<file path="src/rtl/retire_trace_checker_trace_fifo.sv">
// trace_fifo: synchronous FIFO buffering retired events ahead of the checker.
//   clk, rst_n : clock, async active-low reset (empties the FIFO)
//   clr_i      : synchronous flush
//   push_i     : write din_i (dropped when full unless popping the same cycle)
//   pop_i      : drop head (ignored when empty)
//   dout_o     : head entry, valid while !empty_o
//   full_o, empty_o
module trace_fifo #(
  parameter int W     = 52,
  parameter int DEPTH = 8
) (
  input  logic         clk,
  input  logic         rst_n,
  input  logic         clr_i,
  input  logic         push_i,
  input  logic         pop_i,
  input  logic [W-1:0] din_i,
  output logic [W-1:0] dout_o,
  output logic         full_o,
  output logic         empty_o
);

  localparam int AW = $clog2(DEPTH);

  logic [W-1:0] mem_q [DEPTH];
  // Pointers carry one extra wrap bit to tell full from empty.
  logic [AW:0]  wptr_q, rptr_q;
  logic         do_push, do_pop;

  assign empty_o = (wptr_q == rptr_q);
  assign full_o  = (wptr_q[AW] != rptr_q[AW]) && (wptr_q[AW-1:0] == rptr_q[AW-1:0]);
  assign do_pop  = pop_i && !empty_o;
  // When full, the slot being popped is the one written, so push+pop is safe.
  assign do_push = push_i && (!full_o || do_pop);
  assign dout_o  = mem_q[rptr_q[AW-1:0]];

  always_ff @(posedge clk or negedge rst_n) begin
    if (!rst_n) begin
      wptr_q <= '0;
      rptr_q <= '0;
    end else if (clr_i) begin
      wptr_q <= '0;
      rptr_q <= '0;
    end else begin
      if (do_push) wptr_q <= wptr_q + (AW+1)'(1);
      if (do_pop)  rptr_q <= rptr_q + (AW+1)'(1);
    end
  end

  always_ff @(posedge clk) begin
    if (do_push && !clr_i) mem_q[wptr_q[AW-1:0]] <= din_i;
  end

endmodule

</file>
<file path="config.mk">
export PLATFORM = sky130hd
export DESIGN_NAME = trace_fifo
export DESIGN_NICKNAME = d
export VERILOG_FILES = /design/src/rtl/retire_trace_checker_trace_fifo.sv
export SDC_FILE = /design/constraint.sdc
export NUM_CORES = 1
export LEC_CHECK = 0
export ABC_AREA = 1
export BUFFER_PORTS_ARGS = -buffer_cell sky130_fd_sc_hd__buf_4
export CAP_MARGIN = 20
export CELL_PAD_IN_SITES_DETAIL_PLACEMENT = 1
export CELL_PAD_IN_SITES_GLOBAL_PLACEMENT = 2
export CORE_MARGIN = 5
export CORE_UTILIZATION = 46
export CTS_CLUSTER_DIAMETER = 200
export DETAILED_ROUTE_END_ITERATION = 8
export PLACE_DENSITY_LB_ADDON = 0.1
export SETUP_SLACK_MARGIN = 0.1
export SLEW_MARGIN = 25
export SYNTH_ARGS = -nofsm -noshare
export SYNTH_HDL_FRONTEND = slang
export SYNTH_SLANG_ARGS = --single-unit
</file>
<file path="constraint.sdc">
create_clock -name clk -period 5.75 [get_ports clk]
set_clock_uncertainty 0.2 [all_clocks]
set_input_delay 0 -clock clk [delete_from_list [all_inputs] [get_ports clk]]
set_output_delay 0 -clock clk [all_outputs]
set_load 0.005 [all_outputs]
</file>
==> flow_summary.json <==
{
  "finalCritPeriodShare": 0.666,
  "synthMuxAreaShare": 0,
  "fin_total_pwr_uw": 7160,
  "synthTopCellsByArea": "edfxtp_1 (75%), o21ai_0 (6.2%), nor2_1 (5.0%), o22ai_1 (3.9%), nand2_1 (3.9%)",
  "gp_congestion": 0.719,
  "grt_pass1_wl_um": 64900,
  "post-place-ws_ps": 2230,
  "slowest_stage": "dfrtp_4",
  "tns_ps": 0,
  "htreeDepth": 2,
  "area.sequential_um2": 12700,
  "layout_min_cycle_time_ps": 3830,
  "drive_gt1_frac": 0.147,
  "fmax_ghz": 0.261,
  "p_int_uw": 5360,
  "worstPathArrival_ps": 3630,
  "dieWidth_um": 200,
  "post_cts_buffers": 0,
  "synth_top_family_by_area": "compound AO/OA/AOI/OAI gates",
  "synthDistinctLibCells": 31,
  "criticalPathCategory": "flip-flop to output pin",
  "status": "finished clean",
  "io_buffers": 110,
  "stdcell_area_um2": 19800,
  "ys.flop_type": "edfxtp_1",
  "synth-seq-cells": 424,
  "area_growth_pct": 19.1,
  "ioPinCount": 111,
  "final-setup-viol-count": 0,
  "numCtsBuffers": 45,
  "nets": 1468,
  "worst_slew_pin_slew_ps": 1060,
  "highest_layer": "met4",
  "cp_top_family": "buffers and inverters",
  "core_um2": 35700,
  "syn_nets": 1317,
  "slew_headroom": 0.295,
  "synth.largest_area_cell": "edfxtp_1",
  "place_hpwl_um": 22100,
  "clk_path_buf_depth": 3,
  "vias": 10600,
  "cp-end-kind": "output pin",
  "final_max_slew_viol_count": 0,
  "critPathMaxFanout": 105,
  "synthArstFlopShare": 0.0189,
  "dr_wl_met3_um": 1620,
  "worst_slack_ps": 1920,
  "mostFrequentLayoutCells": "edfxtp_1 (416), nor2_1 (212), o21ai_0 (206), nand2_1 (171), buf_4 (124)",
  "gr-total-overflow": 0,
  "synth_edf_count": 416,
  "clk_latency_ps": 530,
  "synth_xor_area_frac": 0.00414,
  "pwr-share-comb": 0.141,
  "place_inst": 1764,
  "r2r-start": "rptr_q[0]$_DFFE_PN0P_",
  "cts_tree": "built",
  "worst_path_largest_cell_delay_ps": 770,
  "wirelength_um": 42300,
  "crit_path_start_kind": "flip-flop",
  "initial_core_util": 0.466,
  "via_per_inst": 5.57,
  "leakagePower_uw": 0.00690,
  "ir_drop_v": 0.000281,
  "grtUsageTotal": 0.210,
  "die_h_um": 200,
  "finalHoldViolCount": 0,
  "critPathBufInv": 3,
  "crit_required_ps": 5550,
  "wl_met2_um": 20500,
  "startpoint": "rptr_q[0]$_DFFE_PN0P_",
  "power.density_nw_per_um2": 362,
  "synth-compound-area-share": 0.103,
  "nFillCells": 3553,
  "synth.top_cell.area_share": 0.752,
  "avgSynthCellArea_um2": 13.2,
  "dpl_cell_area_um2": 17800,
  "hp-class": "primary input to flip-flop",
  "switching_power_uw": 1800,
  "drt-wirelength-per-cell_um": 22.2,
  "yosysWarnings": 0,
  "clkTransAtPathRegs_ps": 60,
  "grt_max_degree": 106,
  "clkPwrFrac": 0.373,
  "dr.pass1.iters": 5,
  "hp-start": "din_i[45]",
  "switching_share": 0.251,
  "yosys.area_share.simple": 0.101,
  "drv_cap": 0,
  "clock-sinks": 424,
  "p_seq_frac": 0.486,
  "row_count": 69,
  "grt_pass1_vias": 11200,
  "ant_nets": 0,
  "finalNonFillerCells": 1904,
  "antenna_found_initial": 0,
  "rsz0062_at_grt": "no",
  "die-area_um2": 40000,
  "ys_seq_area_frac": 0.764,
  "synthAdderAreaFrac": 0.00151,
  "cts_root_buffer": "clkbuf_16",
  "multi_input_area_um2": 3530,
  "crit_chain": "buf_4, buf_6, o21ai_0, o22ai_1, nand2_1, nand2_1, buf_4",
  "drt_iter0_drc": 613,
  "mappedNetlistArea_um2": 16600,
  "diodes": 0,
  "drt-met1-wl_um": 19400,
  "drc": 0,
  "final_common_cell": "edfxtp_1",
  "synth_cells": 1258
}
[sequential cells by signal, indices dropped and copies added, names as in the netlist]
signal  count
mem_q     416
rptr_q      4
wptr_q      4
[cells in the mapped netlist (2+ instances only)]
cell / instances
inv_1: 5
nand2_4: 2
o21ai_0: 206
nand3_1: 13
buf_6: 4
ha_1: 2
buf_2: 33
buf_1: 5
clkbuf_1: 30
o21ai_1: 2
o22ai_1: 104
xnor2_1: 3
nand2_2: 3
edfxtp_1: 416
inv_2: 2
o21ai_2: 2
dfrtp_1: 8
nand2_1: 171
xor2_1: 3
nand4_1: 6
clkbuf_2: 4
nor2_1: 220
buf_4: 6
[power groups by stage]
stage / Combinational, uW / Clock (uW) / Sequential [uW]
after CTS: 1020 / 2720 / 3480
after floorplan: 574 / 0 / 3520
after global routing: 1130 / 2870 / 3480
final: 1010 / 2670 / 3480
after detailed placement: 984 / 0 / 3550
after global placement: 969 / 0 / 3540
[stage by stage]
| step | utilization | hold slack [ps] |
|---|---|---|
| 6_report | 0.555 | 43.7 |
| 5_1_grt | 0.555 | 43.0 |
| 4_1_cts | 0.555 | 19.7 |
| 3_5_place_dp | 0.501 | -370 |
| 3_3_place_gp | 0.501 | -370 |
| 2_1_floorplan | - | -496 |
[kinds of logic (layout without fill, tap and decap cells)]
| logic type | count (synthesis) | after routing |
|---|---|---|
| xor gates and xnor gates | 7 | 7 |
| adders and majority gates | 2 | 2 |
| buffers and inverters | 92 | 277 |
| and+or+nand+nor | 419 | 419 |
| DFF | 424 | 424 |
| AOI/OAI and AO/OA | 314 | 314 |
[final timing paths]
| path | depth (start not counted) | end | slack (ps) |
|---|---|---|---|
| max in group asynchronous | 3 | rptr_q[0]$_DFFE_PN0P_ | 4780 |
| max | 7 | dout_o[32] | 1920 |
| min in group asynchronous | 3 | wptr_q[2]$_DFFE_PN0P_ | 260 |
| max reg2reg | 8 | mem_q[1][27]$_DFFE_PP_ | 2320 |
| min reg2reg | 2 | wptr_q[3]$_DFFE_PN0P_ | 430 |
| min | 2 | mem_q[6][45]$_DFFE_PP_ | 40 |
[what timing repair did]
item                                   CTS  global route
resized for setup                        0             0
hold buffers                            59             0
endpoints found under the hold margin  432             0
[per-layer routing]
layer  GRT usage  vias up
met5           0        -
met4      0.0435        0
met3      0.0267       57
met2       0.351      226
met1       0.300     5414
li1            -     4905
[area by class of cell]
class,instances,share of cell area
clock buffers,61,0.0621
repair buffers,187,0.0805
well taps,461,0.0291
flip-flops and latches,424,0.642
inverters,9,0.00196
clock inverters,20,0.00613
multi-input cells,742,0.179
Note: power is estimated with default switching activity, not from simulation.
